**src/rtl/breathe_pkg.sv**
```systemverilog
// Shared types and default constants for the breathing-LED speed front end.
package breathe_pkg;

   typedef enum logic [1:0] {
      ST_IDLE     = 2'd0,
      ST_PRESSED  = 2'd1,
      ST_WAIT_REL = 2'd2
   } press_state_t;

   localparam int unsigned SPEED_W = 2;

   localparam int unsigned DEF_DEB_CYCLES  = 250000;
   localparam int unsigned DEF_LONG_CYCLES = 50000000;

   localparam int unsigned DEF_DIV0 = 10000;
   localparam int unsigned DEF_DIV1 = 5000;
   localparam int unsigned DEF_DIV2 = 2500;
   localparam int unsigned DEF_DIV3 = 1250;

   // Speed index advances modulo 4 (3 wraps to 0).
   function automatic logic [SPEED_W-1:0] next_speed(input logic [SPEED_W-1:0] s);
      return s + SPEED_W'(1);
   endfunction

endpackage

```
**src/rtl/btn_debounce.sv**
```systemverilog
// Two-flop synchroniser plus stable-count debouncer for an active-low button.
module btn_debounce
   import breathe_pkg::*;
#(
   parameter int unsigned DEB_CYCLES = DEF_DEB_CYCLES,
   parameter int unsigned CNT_W      = 26
) (
   input  logic clk,
   input  logic rst_n,
   input  logic btn_n,
   output logic btn_db,
   output logic fall_pulse,
   output logic rise_pulse
);

   localparam logic [CNT_W-1:0] DEB_LAST = CNT_W'(DEB_CYCLES - 1);

   logic             sync1;
   logic             sync2;
   logic [CNT_W-1:0] deb_cnt;

   // Bring the asynchronous button into the clock domain.
   always_ff @(posedge clk or negedge rst_n) begin
      if (!rst_n) begin
         sync1 <= 1'b1;
         sync2 <= 1'b1;
      end else begin
         sync1 <= btn_n;
         sync2 <= sync1;
      end
   end

   // Accept a new level only after it has differed for DEB_CYCLES cycles; edge pulses
   // are high in the first cycle the new debounced level is visible.
   always_ff @(posedge clk or negedge rst_n) begin
      if (!rst_n) begin
         btn_db     <= 1'b1;
         deb_cnt    <= '0;
         fall_pulse <= 1'b0;
         rise_pulse <= 1'b0;
      end else begin
         fall_pulse <= 1'b0;
         rise_pulse <= 1'b0;
         if (sync2 == btn_db) begin
            deb_cnt <= '0;
         end else if (deb_cnt == DEB_LAST) begin
            btn_db     <= sync2;
            deb_cnt    <= '0;
            fall_pulse <= ~sync2;
            rise_pulse <= sync2;
         end else begin
            deb_cnt <= deb_cnt + CNT_W'(1);
         end
      end
   end

endmodule

```
**src/rtl/breathe_speed_ctrl.sv**
```systemverilog
// Button front end for the breathing-LED generator: short press cycles the speed,
// long press toggles pause, and a divider produces the step-enable tick.
module breathe_speed_ctrl
   import breathe_pkg::*;
#(
   parameter int unsigned DEB_CYCLES  = DEF_DEB_CYCLES,
   parameter int unsigned LONG_CYCLES = DEF_LONG_CYCLES,
   parameter int unsigned DIV0        = DEF_DIV0,
   parameter int unsigned DIV1        = DEF_DIV1,
   parameter int unsigned DIV2        = DEF_DIV2,
   parameter int unsigned DIV3        = DEF_DIV3,
   parameter int unsigned CNT_W       = 26
) (
   input  logic               clk,
   input  logic               rst_n,
   input  logic               btn_n,
   output logic               tick,
   output logic [SPEED_W-1:0] speed_sel,
   output logic               paused,
   output logic               speed_ctrl,
   output logic               long_evt
);

   localparam logic [CNT_W-1:0] LONG_LAST = CNT_W'(LONG_CYCLES - 1);
   localparam logic [CNT_W-1:0] D0_LAST   = CNT_W'(DIV0 - 1);
   localparam logic [CNT_W-1:0] D1_LAST   = CNT_W'(DIV1 - 1);
   localparam logic [CNT_W-1:0] D2_LAST   = CNT_W'(DIV2 - 1);
   localparam logic [CNT_W-1:0] D3_LAST   = CNT_W'(DIV3 - 1);

   logic               btn_db;
   logic               fall_pulse;
   logic               rise_pulse;

   press_state_t       state;
   press_state_t       state_nxt;
   logic [CNT_W-1:0]   hold_cnt;
   logic [CNT_W-1:0]   hold_nxt;
   logic [SPEED_W-1:0] speed_nxt;
   logic               paused_nxt;
   logic               long_nxt;
   logic               speed_inc;

   logic [CNT_W-1:0]   div_cnt;
   logic [CNT_W-1:0]   div_last;

   btn_debounce #(
      .DEB_CYCLES (DEB_CYCLES),
      .CNT_W      (CNT_W)
   ) u_debounce (
      .clk        (clk),
      .rst_n      (rst_n),
      .btn_n      (btn_n),
      .btn_db     (btn_db),
      .fall_pulse (fall_pulse),
      .rise_pulse (rise_pulse)
   );

   // Press FSM state and its registered actions.
   always_ff @(posedge clk or negedge rst_n) begin
      if (!rst_n) begin
         state     <= ST_IDLE;
         hold_cnt  <= '0;
         speed_sel <= '0;
         paused    <= 1'b0;
         long_evt  <= 1'b0;
      end else begin
         state     <= state_nxt;
         hold_cnt  <= hold_nxt;
         speed_sel <= speed_nxt;
         paused    <= paused_nxt;
         long_evt  <= long_nxt;
      end
   end

   // Next-state logic; the long threshold is checked before release so a release
   // landing on the threshold cycle still counts as long.
   always_comb begin
      state_nxt  = state;
      hold_nxt   = hold_cnt;
      speed_nxt  = speed_sel;
      paused_nxt = paused;
      long_nxt   = 1'b0;
      speed_inc  = 1'b0;
      case (state)
         ST_IDLE: begin
            if (fall_pulse) begin
               state_nxt = ST_PRESSED;
               hold_nxt  = '0;
            end
         end
         ST_PRESSED: begin
            if (hold_cnt == LONG_LAST) begin
               paused_nxt = ~paused;
               long_nxt   = 1'b1;
               state_nxt  = ST_WAIT_REL;
            end else if (rise_pulse) begin
               speed_inc = 1'b1;
               speed_nxt = next_speed(speed_sel);
               state_nxt = ST_IDLE;
            end else begin
               hold_nxt = hold_cnt + CNT_W'(1);
            end
         end
         ST_WAIT_REL: begin
            if (btn_db) begin
               state_nxt = ST_IDLE;
            end
         end
         default: begin
            state_nxt = ST_IDLE;
         end
      endcase
   end

   // Terminal count for the selected speed.
   always_comb begin
      div_last = D0_LAST;
      case (speed_sel)
         2'd0:    div_last = D0_LAST;
         2'd1:    div_last = D1_LAST;
         2'd2:    div_last = D2_LAST;
         default: div_last = D3_LAST;
      endcase
   end

   // Tick divider; frozen at zero while paused and restarted on a speed change.
   always_ff @(posedge clk or negedge rst_n) begin
      if (!rst_n) begin
         div_cnt <= '0;
         tick    <= 1'b0;
      end else if (paused || speed_inc) begin
         div_cnt <= '0;
         tick    <= 1'b0;
      end else if (div_cnt == div_last) begin
         div_cnt <= '0;
         tick    <= 1'b1;
      end else begin
         div_cnt <= div_cnt + CNT_W'(1);
         tick    <= 1'b0;
      end
   end

   assign speed_ctrl = speed_sel[1];

endmodule
```
**config.mk**
```make
export PLATFORM = sky130hd
export DESIGN_NAME = breathe_speed_ctrl
export DESIGN_NICKNAME = d
export VERILOG_FILES = /design/src/rtl/breathe_pkg.sv /design/src/rtl/btn_debounce.sv /design/src/rtl/breathe_speed_ctrl.sv
export SDC_FILE = /design/constraint.sdc
export NUM_CORES = 1
export LEC_CHECK = 0
export CAP_MARGIN = 0
export CORE_UTILIZATION = 45
export DETAILED_ROUTE_END_ITERATION = 10
export PLACE_DENSITY = 0.62
export RECOVER_POWER = 25
export SETUP_SLACK_MARGIN = 0.5
export SLEW_MARGIN = 5
export SYNTH_ARGS = -nofsm -noshare
export SYNTH_HDL_FRONTEND = slang
export SYNTH_SLANG_ARGS = --single-unit
```
**constraint.sdc**
```tcl
create_clock -name clk -period 2.5 [get_ports clk]
set_input_delay 0.375 -clock clk [delete_from_list [all_inputs] [get_ports clk]]
set_output_delay 0.375 -clock clk [all_outputs]
set_load 0.01 [all_outputs]
```
==> results by stage, run 1 <==
Outcome:
- The run finished with clean final reports.

Timing:
- Setup violations remaining at the end of the flow were counted as 0.
- In this run the tightest slew margin relative to its limit is 30.23%.
- The final max-slew violation count is 0.
- After layout, the worst path uses 84.30% of the clock period.
- Clock skew on the completed layout was measured at 0.01350 ns.
- The final critical path time including I/O delays and setup is 2.108 ns.
- The setup TNS is 0 ns.
- The hold violation total from the final report is 0.
- The pin slew with the least headroom to its limit is 1.047 ns.
- Static timing analysis puts the maximum clock frequency at 474.5 MHz.
- Setup repair after global routing could not meet its margin everywhere.

Routing:
- The number of routed nets with antenna violations is 0.
- The final route contains 3744 vias.
- The number of search-and-repair iterations in the first detailed-routing pass is 4.
- The number of remaining DRC errors is 0.
- After detailed routing, the number of vias per cell comes to 5.547.
- The detail-routed net length per standard cell is 14.83 um.
- The number of DRC markers after the initial detailed-route iteration is 134.
- The aggregate routed wire length is 10010 um.

Clocking:
- The H-tree was split into 3 levels.
- The TritonCTS clock tree is yes.
- The later pin in the worst-skew pair is clocked with a latency of 0.37 ns.
- The CTS buffer count is 9.
- The total clock sinks is 90.
- The clock tree root buffer cell is clkbuf_8.
- The CTS clock-pin slew for the worst setup and hold paths is 0.09 ns.
- No sink is reached through more buffers than the 2 on the longest clock path.

GRT:
- The initial antenna violation count was 0.
- The overall routing resource usage is 19.33%.
- Entering global routing, the biggest net connects 51 pins.
- The wire length of the first global-routing pass is 17050 um.
- For this run the aggregate overflow at the end of global routing stands at 0.
- The number of global-route vias before repair was 3438.

Finish:
- For this run, the share of the core covered by cells in the final layout is 54.73%.
- The number of antenna diodes in the final layout is 0.
- The area taken by flip-flops and latches is 2262 um^2.
- The number of filler instances in the final layout is 902.
- The total area of multi-input combinational cells is 2597 um^2.
- For this run, the number of standard cells in the final layout without fillers is 675.
- The final layout contains 546 nets.
- In the final layout, the share of cells above drive strength 1 is 23.19%.
- From synthesis to final layout, the design area changed by 17.27%.

Power and ir drop:
- The fraction of power spent switching nets is 22.34%.
- The power per cell area is 433.4 nW/um^2.
- Per report_power, the sequential group accounts for 59.4% of the total.
- For this design the total switching power over the nets is 0.5519 mW.
- Internal power comes to 1.919 mW.
- The clock network accounts for 38.6% of the total power.
- The analysis attributes to cell leakage a power of 2.250 nW.
- The worst-case IR drop observed on VDD is 0.3287 mV.
- In this run, the combinational gates consume 2.0% of the power.

Floorplanning:
- Once the floorplan was initialized, standard cells occupied 46.67% of the core.
- The die is 105.9 um wide.
- In this run the vertical extent of the chip is 105.9 um.
- The core region is 10420 um^2.
- The die covers 11220 um^2.
- The count of standard-cell rows is 37.
- The top-level port count is 9.

Synth:
- After synthesis, flip-flops and latches occupy 46.41% of the total area.
- During synthesis, Yosys emitted a total of 0 warnings.
- Synthesis produced a netlist with a net count of 501.
- The number of instances in the synthesized netlist is 489.
- In this run, synthesis inferred 0 flip-flops with an integrated enable.
- Summed over all instances, the cell type with the most area after synthesis is dfrtp_1.
- Sorting the synthesized cells by area gives the leading types as dfrtp_1 (45%), xnor2_1 (5.9%), xor2_1 (4.3%).
- Counting instances in the post-synthesis netlist gives the leading cell types as dfrtp_1 (87), nor2_1 (52), nand2_1 (40), xnor2_1 (33), nand3_1 (29).
- Of the post-synthesis cell area, the dominant cell type holds 44.79%.
- The register bit total from synthesis is 90.
- The number of different library cells in the post-synthesis netlist is 58.
- The average size of a mapped cell is 9.941 um^2.
- The primary flip-flop cell chosen by synthesis mapping is dfrtp_1.
- The async set-or-reset flop fraction in the synthesized netlist is 100.0%.
- Among all cell types in the netlist, the one instantiated most often is dfrtp_1.
- The combined area of all synthesized cells is 4861 um^2.

Place:
- The detailed placer's ending HPWL is 6753 um.
- The quantity of I/O buffers inserted on ports is 8.
- Routability-driven placement finished with a final weighted congestion of 0.8309.
- The instance count after placement with tap cells included is 637.

Setup path:
- The worst register-to-register path has a depth of 6.
- The largest fanout on the critical path is 6.
- Data on the critical path is required at its endpoint by 2.80 ns.
- The signal arrival time at the worst endpoint is 2.41 ns.
- The worst setup path is launched from a register.
- The endpoint class of the critical path is a register.
- The setup path with the least slack is of type register to register.

Hold path:
- The instance count along the most critical hold path is 0.
- The min-delay analysis places its worst path in the category register to register.

Job:
- The number of max-cap violations is 0.
[cell families (layout without fill, tap and decap cells)]
family / after synthesis / count (layout) / synth area share [%]
AO/OA/AOI/OAI: 63 / 63 / 8.263
XOR/XNOR: 57 / 57 / 10.27
adder cells (fa/ha/maj): 9 / 9 / 2.317
buffers and inverters: 29 / 78 / 3.501
flip-flops: 90 / 90 / 46.41
multiplexers: 2 / 2 / 0.4376
AND/OR/NAND/NOR: 239 / 240 / 28.80
[power groups by stage]
stage	registers, mW	logic [mW]	clock network (mW)
2_1_floorplan	1.49	0.0121	0
3_3_place_gp	1.50	0.0513	0
5_1_grt	1.47	0.0594	1.05
3_5_place_dp	1.50	0.0523	0
6_report	1.47	0.0504	0.953
4_1_cts	1.47	0.0539	0.997
[flip-flops by register name, indices dropped and copies added (netlist names), 2 cells and up]
name                flops
div_cnt                26
hold_cnt               26
u_debounce.deb_cnt     26
speed_sel               2
state                   2
[cell usage in the layout (no fill, tap or decap), types with 3 or more instances in the layout]
master	synthesis	layout
clkbuf_8	1	12
nand3_1	29	29
o31ai_1	5	4
inv_1	14	12
nor3_1	10	9
o21ai_2	0	4
buf_4	3	30
and4_1	4	4
dfrtp_1	87	82
o21ai_0	15	10
nor2_1	52	48
clkdlybuf4s50_1	0	6
dfstp_2	3	3
nand4_1	20	20
and2_1	3	3
and3_1	11	10
a21oi_1	18	16
or3_1	8	7
o211ai_1	4	4
nor4_1	13	12
or4_1	5	4
nor4_2	2	3
xor2_1	24	24
a31oi_1	6	6
dfrtp_2	0	5
nor2_2	2	3
xnor2_1	33	33
ha_1	9	8
nand2b_1	4	3
nor2_4	18	21
buf_6	1	6
nand2_1	40	40
[final cells by class]
type / instances / area share (%)
Multi-Input combinational cell: 371 / 45.57
Sequential cell: 90 / 39.68
Timing Repair Buffer: 48 / 7.507
Tap cell: 136 / 2.985
Inverter: 14 / 0.9219
Clock inverter: 3 / 0.3731
Clock buffer: 13 / 2.963
[layer usage]
layer | wire length (um) | up-vias | track usage (%)
met3 | 381 | 7 | 5.395
met4 | 85 | 0 | 5.556
met1 | 4922 | 1833 | 27.33
met2 | 4618 | 75 | 28.99
li1 | - | 1829 | -
met5 | 0 | - | 0
[what timing repair did]
| action | 4_1_cts | 5_1_grt |
|---|---|---|
| setup endpoints to repair | 48 | 74 |
| setup buffers | 9 | 11 |
| hold buffers | 1 | 0 |
| cloned | 1 | 0 |
| gates resized for setup | 33 | 17 |
| hold endpoints to repair | 30 | 0 |
| pin swaps | 25 | 12 |
[critical path, stage by stage, from the launching register on]
cell and delay [ns]:
dfrtp_1 0.38, or4b_4 0.55, nor4_4 0.40, a21oi_4 0.11
a211o_4 0.34, buf_4 0.15, a21oi_2 0.09
[metrics by stage]
stage | area (um^2) | power [mW] | hold slack [ns] | worst slack [ns]
3_5_place_dp | 5152 | 1.548 | 0.3496 | 0.09109
3_3_place_gp | 5152 | 1.546 | 0.3461 | 0.1985
4_1_cts | 5558 | 2.517 | 0.3617 | 0.3860
5_1_grt | 5700 | 2.579 | 0.3668 | 0.3051
6_report | 5700 | 2.471 | 0.3599 | 0.3925
2_1_floorplan | 4866 | 1.507 | 0.07941 | 0.4880
[final timing paths]
kind | slack [ns] | to | startpoint
max reg2reg | 0.39 | div_cnt[25] | hold_cnt[11]
min | 0.36 | u_debounce.sync2 | u_debounce.sync1
min in group asynchronous | 0.72 | div_cnt[10] | rst_n
min reg2reg | 0.36 | u_debounce.sync2 | u_debounce.sync1
max | 0.39 | div_cnt[25] | hold_cnt[11]
max in group asynchronous | 0.91 | u_debounce.sync1 | rst_n
(Power assumes the default switching activity.)
==> run 2: changes to the inputs <==
PLACE_DENSITY = 0.64   (was 0.62)
clock period = 1.9 ns   (was 2.5 ns; I/O delays follow)
==> results by stage, run 2 (synthesized netlist as in run 1, its figures left out) <==
Outcome:
- The flow ran to the end, but the final reports show violations.
- The checks that failed: negative setup slack.

Floorplanning:
- The top-level port count is 9 (unchanged).
- The total core area came to 10420 um^2 (unchanged).
- The total die area is 11220 um^2 (unchanged).
- The starting utilization of the core area is 46.67% (unchanged).
- The die width is 105.9 um (unchanged).
- The count of standard-cell rows was 37 (unchanged).
- The vertical die dimension came to 105.9 um (unchanged).

Power and ir drop:
- The worst-case vdd ir drop is 0.4259 mV (+30%).
- The static leakage is 2.945 nW (+31%).
- The total power of the final layout was 3.674 mW (+49%).
- The power per cell area is 512.3 nW/um^2 (+18%).

Setup path:
- The worst setup path is of the register to register kind.
- The worst reg-to-reg setup slack is -0.26 ns (-0.65 ns).
- The critical path's top delay family is simple AND/OR/NAND/NOR gates.
- The largest fanout on the critical path was 5 (-1).
- The slowest stage of the critical path is the or4_4 cell.
- The delay of the slowest critical-path stage is 0.53 ns (-0.02 ns).
- The signal arrival time at the worst endpoint is 2.48 ns (+0.07 ns).
- Walking the worst path, the cells encountered are or4_4 > nor4_4 > a21oi_2 > a211o_4 > clkbuf_16 > nor2_2.
- The number of logic stages on the critical path including buffering is 6 (unchanged).
- The kind of start point of the critical path is a register.
- The depth of the worst register-to-register path is 6 (unchanged).
- The number of buffer and inverter stages on the critical path is 1 (unchanged).
- The required time of the critical path is 2.22 ns (-0.58 ns).
- STA classifies the critical path endpoint as a register.

Clocking:
- The number of buffers between clock root and the deepest sink is 2 (unchanged).
- The H-tree depth came to 3 (unchanged).
- The total clock sinks was 90 (unchanged).
- The TritonCTS clock tree is yes.
- The clock tree root buffer cell is clkbuf_8.
- The clock latency at the later pin of the worst-skew pair is 0.38 ns (about the same).
- The CTS buffer count came to 9 (unchanged).
- The CTS clock-pin slew for the worst setup and hold paths is 0.10 ns (about the same).

Timing:
- The pin slew with the least headroom to its limit was 0.7471 ns (-0.2995 ns).
- Setup repair after global routing could not meet its margin everywhere.
- The largest clock skew in the final design is 0.01871 ns (+0.005211 ns).
- The final max-slew violation count is 0 (unchanged).
- The final critical path time including I/O delays and setup is 2.160 ns (+0.05294 ns).
- The worst path setup slack after routing is -0.2605 ns (-0.6529 ns).
- The setup TNS is -8.627 ns (-8.627 ns).
- The final cycle utilization of the critical path is 113.7% (+29 points).
- The count of endpoints failing setup in the final report came to 47 (+47).
- The highest clock rate is 462.9 MHz (-2.5%).
- The hold violation total from the final report is 0 (unchanged).
- The headroom to the max-slew limit is 50.19% (+20 points).

Job:
- The number of max-cap violations is 0 (unchanged).

GRT:
- The largest net degree at the start of global routing is 46 (-9.8%).
- The initial antenna violation count is 0 (unchanged).
- The final global-route overflow total is 0 (unchanged).
- The number of global-route vias before repair was 4278 (+24%).
- The wire length of the first global-routing pass is 20450 um (+20%).
- The overall routing resource usage is 23.14% (+3.8 points).

Finish:
- The number of nets in the layout is 635 (+16%).
- In the final layout, the registers with the most flip-flops are div_cnt: 26 flops, hold_cnt: 26 flops, u_debounce.deb_cnt: 26 flops.
- The layout cell share with drive strength beyond 1 is 47.77% (+25 points).
- The top cell types in the final layout, fill and taps aside, are buf_4 (93), dfrtp_1 (81), nor2_4 (45).
- The diode insertion count for antenna repair was 0 (unchanged).
- The most common library cell in the layout ignoring fill and taps is buf_4.
- The final instance area came to 7172 um^2 (+26%).
- The final cell count without fillers is 764 (+13%).
- The post-synthesis to final-layout area growth is 47.54%.

Routing:
- The number of DRC markers after the initial detailed-route iteration is 233 (+74%).
- The via count came to 4373 (+17%).
- The number of remaining DRC errors was 0 (unchanged).
- The post-detailed-route via-to-cell ratio is 5.724 (+3.2%).
- The detail-routed net length per standard cell was 18.59 um (+25%).
- The number of routed nets with antenna violations was 0 (unchanged).
- The number of search-and-repair iterations in the first detailed-routing pass is 4 (unchanged).
- The aggregate routed wire length came to 14200 um (+42%).

Hold path:
- The min-delay analysis places its worst path in the category register to register.
- The instance count along the most critical hold path was 0 (unchanged).

Place:
- The area after detailed placement is 5744 um^2 (+11%).
- The instance count after placement with tap cells included came to 695 (+9.1%).
- The quantity of I/O buffers inserted on ports was 8 (unchanged).
- The detailed placer's ending HPWL is 7830 um (+16%).
- The weighted congestion reported at the end of routability-driven placement is 0.8319 (+0.12%).
[run 2: changes by cell type in the layout (fill, tap and decap cells not counted), sizes merged]
| cell | previous run | this run |
|---|---|---|
| buf | 39 | 127 |
| clkdlybuf4s50 | 6 | 0 |
| bufinv | 0 | 3 |
| dlygate4sd2 | 0 | 3 |
| clkbuf | 14 | 16 |
| and3 | 12 | 11 |
[run 2: final cells by class]
class                           count  area, um^2
Tap cell                          136       170.2
Clock buffer                       10       127.6
Timing Repair Buffer              138        1304
Multi-Input combinational cell    370        3134
Clock inverter                      6       115.1
Fill cell                         733        3244
Inverter                           14       57.56
Sequential cell                    90        2263
[run 2: metrics by stage]
step	setup WS [ns]	hold WS, ns	util [%]
3_3_place_gp	-0.1686	0.2432	55.15
5_1_grt	-0.3162	0.3649	68.85
4_1_cts	-0.1845	0.3558	63.82
6_report	-0.2605	0.3615	68.85
2_1_floorplan	-0.1100	-0.01059	-
3_5_place_dp	-0.2070	0.2451	55.15
[run 2: path summary, 6_finish.rpt]
kind                                     to              from
max reg2reg                      div_cnt[0]       hold_cnt[8]
min                        u_debounce.sync2  u_debounce.sync1
max in group asynchronous          state[0]             rst_n
max                              div_cnt[0]       hold_cnt[8]
min reg2reg                u_debounce.sync2  u_debounce.sync1
min in group asynchronous      hold_cnt[14]             rst_n
[run 2: worst register-to-register path, cell delays in order (launching register included)]
cell       delay, ns
dfrtp_1         0.41
or4_4           0.53
nor4_4          0.35
a21oi_2         0.13
a211o_4         0.39
clkbuf_16       0.19
nor2_2          0.08
[run 2: power breakdown]
group	internal [mW]	total (mW)	leakage, nW	switching, mW
Combinational	0.0512	0.133	1.61	0.0818
Sequential	1.92	1.93	1.22	0.00962
Clock	0.881	1.61	0.117	0.727
Total	2.86	3.67	2.94	0.819
[run 2: repair_timing]
item	CTS	global route
cloned	3	4
pin swaps	43	45
hold endpoints to repair	26	0
setup buffers	26	19
hold buffers	1	0
gates resized for setup	106	76
endpoints found under the setup margin	94	91
[run 2: metal layers]
layer  up-vias  share of wire, %  routed length [um]  GRT usage, %
li1       2001                 -                   -             -
met1      2220                42                5966         29.70
met2       114                51                7293         38.33
met3        38               3.7                 532         4.414
met4         0               2.9                 412         9.722
met5         -                 0                   0             0
==> run 3: changes to the inputs <==
PLACE_DENSITY = not set   (was 0.64)
PLACE_DENSITY_LB_ADDON = 0.3   (was not set)
==> results by stage, run 3 (synthesized netlist as in run 1, its figures left out) <==
Timing:
- Setup repair after global routing could not meet its margin everywhere.
- The final cycle utilization of the critical path was 108.3% (-5.4 points).
- The highest clock rate came to 485.9 MHz (+5.0%).
- The pin slew with the least headroom to its limit is 0.8759 ns (+0.1288 ns).
- The tightest hold margin is 0.3873 ns (+0.02584 ns).
- The count of endpoints failing setup in the final report is 48 (+2.1%).
- The hold violation total from the final report is 0 (unchanged).
- The headroom to the max-slew limit is 41.61% (-8.6 points).
- The final critical path time including I/O delays and setup is 2.058 ns (-0.1024 ns).
- The largest clock skew in the final design is 0.01081 ns (-0.007901 ns).
- The final max-slew violation count is 0 (unchanged).
- The worst path setup slack after routing came to -0.1581 ns (+0.1024 ns).

Clocking:
- The CTS buffer count is 9 (unchanged).
- The H-tree depth is 3 (unchanged).
- The clock latency at the later pin of the worst-skew pair is 0.37 ns (about the same).
- The cell sitting at the root of the clock tree is a clkbuf_8.
- The CTS clock-pin slew for the worst setup and hold paths came to 0.09 ns (about the same).
- The number of buffers between clock root and the deepest sink came to 2 (unchanged).
- The TritonCTS clock tree is yes.
- The total clock sinks was 90 (unchanged).

GRT:
- The initial antenna violation count is 0 (unchanged).
- The wire length of the first global-routing pass was 21040 um (+2.9%).
- The largest net degree at the start of global routing is 36 (-22%).
- The number of global-route vias before repair is 4349 (+1.7%).
- The final global-route overflow total is 0 (unchanged).
- The overall routing resource usage is 23.90% (+0.76 points).

Floorplanning:
- The top-level port count is 9 (unchanged).
- The total die area came to 11220 um^2 (unchanged).
- The total core area was 10420 um^2 (unchanged).
- The vertical die dimension was 105.9 um (unchanged).
- The count of standard-cell rows is 37 (unchanged).
- The starting utilization of the core area is 46.67% (unchanged).
- The die width came to 105.9 um (unchanged).

Routing:
- The number of routed nets with antenna violations is 0 (unchanged).
- The routed metal-1 wire length is 5497 um (-7.9%).
- The detail-routed net length per standard cell was 16.94 um (-8.9%).
- The met2 wirelength from detailed routing is 6536 um (-10%).
- The routed length on met3 is 437 um (-18%).
- The number of DRC markers after the initial detailed-route iteration is 174 (-25%).
- The highest layer touched by signal routing is met4.
- The number of search-and-repair iterations in the first detailed-routing pass was 4 (unchanged).
- The post-detailed-route via-to-cell ratio is 5.582 (-2.5%).
- The number of remaining DRC errors is 0 (unchanged).
- The via count is 4209 (-3.8%).
- The aggregate routed wire length is 12770 um (-10%).

Setup path:
- The worst setup path is captured at a register.
- The most critical setup path has its startpoint at hold_cnt[10].
- The signal arrival time at the worst endpoint is 2.35 ns (-0.13 ns).
- Broken down by cell family, the worst path's largest delay share belongs to simple AND/OR/NAND/NOR gates.
- The worst reg-to-reg setup slack is -0.16 ns (+0.10 ns).
- The critical path ends at paused.
- The number of buffer and inverter stages on the critical path was 3 (+2).
- Counting stages on the worst path, the most repeated cell is buf_6.
- The kind of start point of the critical path is a register.
- The delay of the slowest critical-path stage is 0.54 ns (about the same).
- Traced cell by cell, the critical path runs through or4b_4 > nor4_4 > buf_4 > and3_4 > buf_6 > buf_6 > xor2_1.
- The reg-to-reg endpoint is paused.
- The number of logic stages on the critical path including buffering was 7 (+1).
- The depth of the worst register-to-register path is 7 (+1).
- The worst setup path is of the register to register kind.
- The critical register-to-register path startpoint is hold_cnt[10].
- The required time of the critical path is 2.19 ns (-0.03 ns).
- The cell at the slowest stage of the critical path is or4b_4.
- The largest fanout on the critical path is 5 (unchanged).

Outcome:
- The flow ran to the end, but the final reports show violations.
- The checks that failed: negative setup slack.

Place:
- The weighted congestion reported at the end of routability-driven placement is 0.8245 (-0.89%).
- The quantity of I/O buffers inserted on ports is 8 (unchanged).
- The detailed placer's ending HPWL is 7760 um (-0.90%).

Finish:
- In the layout the commonest cells are buf_4 (89), dfrtp_1 (81), nand2_1 (35), nor2_4 (35), nor2_1 (31).
- In the final layout, the registers with the most flip-flops are div_cnt: 26 flops, hold_cnt: 26 flops, u_debounce.deb_cnt: 26 flops.
- The post-synthesis to final-layout area growth is 42.08%.
- The layout cell share with drive strength beyond 1 is 44.01% (-3.8 points).
- The number of filler instances in the final layout is 763 (+4.1%).
- The diode insertion count for antenna repair came to 0 (unchanged).
- The most common library cell in the layout ignoring fill and taps is buf_4.
- The number of nets in the layout is 625 (-1.6%).

Job:
- The number of max-cap violations was 0 (unchanged).

Hold path:
- The kind of path behind the tightest hold check is register to register.

Power and ir drop:
- The worst-case vdd ir drop is 0.3567 mV (-16%).
- The static leakage is 2.886 nW (-2.0%).
- The total power of the final layout is 3.317 mW (-9.7%).
- The power per cell area is 480.2 nW/um^2 (-6.3%).
-- run 3: power breakdown --
group          internal [mW]  switching, mW  leakage, nW
logic                 0.0472         0.0761         1.58
clock network          0.587          0.675       0.0900
registers               1.92        0.00937         1.22
-- run 3: worst min path at each step --
| stage | startpoint | endpoint | slack (ns) | depth (start not counted) |
|---|---|---|---|---|
| after global routing | u_debounce.sync1 | u_debounce.sync2 | 0.40 | 0 |
| after global placement | rst_n | hold_cnt[19] | 0.27 | 1 |
| after CTS | btn_n | u_debounce.sync1 | 0.30 | 1 |
| after floorplan | rst_n | div_cnt[0] | -0.01 | 0 |
| after detailed placement | rst_n | hold_cnt[15] | 0.28 | 1 |
| final | u_debounce.sync1 | u_debounce.sync2 | 0.39 | 0 |
-- run 3: final cells by class --
| type | instances | area [um^2] | area share (%) |
|---|---|---|---|
| Timing Repair Buffer | 128 | 1145 | 16.58 |
| Clock buffer | 15 | 176.4 | 2.554 |
| Tap cell | 136 | 170.2 | 2.464 |
| Multi-Input combinational cell | 370 | 3087 | 44.69 |
| Clock inverter | 1 | 7.507 | 0.1087 |
| Inverter | 14 | 57.56 | 0.8333 |
| Sequential cell | 90 | 2263 | 32.77 |
-- run 3: per-layer routing --
metal / track usage (%) / up-vias
met5: 0 / -
met4: 9.722 / 0
met3: 5.150 / 29
met2: 39.68 / 77
met1: 30.36 / 2124
li1: - / 1979
-- run 3: worst reg2reg max path: cells and delay by family (launching register included) --
kind	cells	cell delay, ns
AND/OR/NAND/NOR	3	1.05
XOR/XNOR	1	0.13
flip-flops	1	0.39
buffers and inverters	3	0.42
-- run 3: repair_timing --
| item | in CTS | in global routing |
|---|---|---|
| buffers inserted | 27 | 14 |
| cloned | 2 | 0 |
| endpoints found under the hold margin | 28 | 0 |
| hold buffers | 1 | 0 |
| resized for setup | 119 | 38 |
| setup endpoints to repair | 94 | 89 |
| pin swaps | 48 | 35 |
-- run 3: through the flow --
stage	area, um^2	std cells	setup TNS [ns]	setup slack (ns)	util, %
after floorplan	5000	489	-2.482	-0.1100	-
after global placement	5724	694	-3.373	-0.1295	54.96
after detailed placement	5724	694	-4.891	-0.1738	54.96
after CTS	6621	740	-5.285	-0.1592	63.57
after global routing	6907	754	-9.659	-0.2415	66.31
final	6907	754	-4.942	-0.1581	66.31
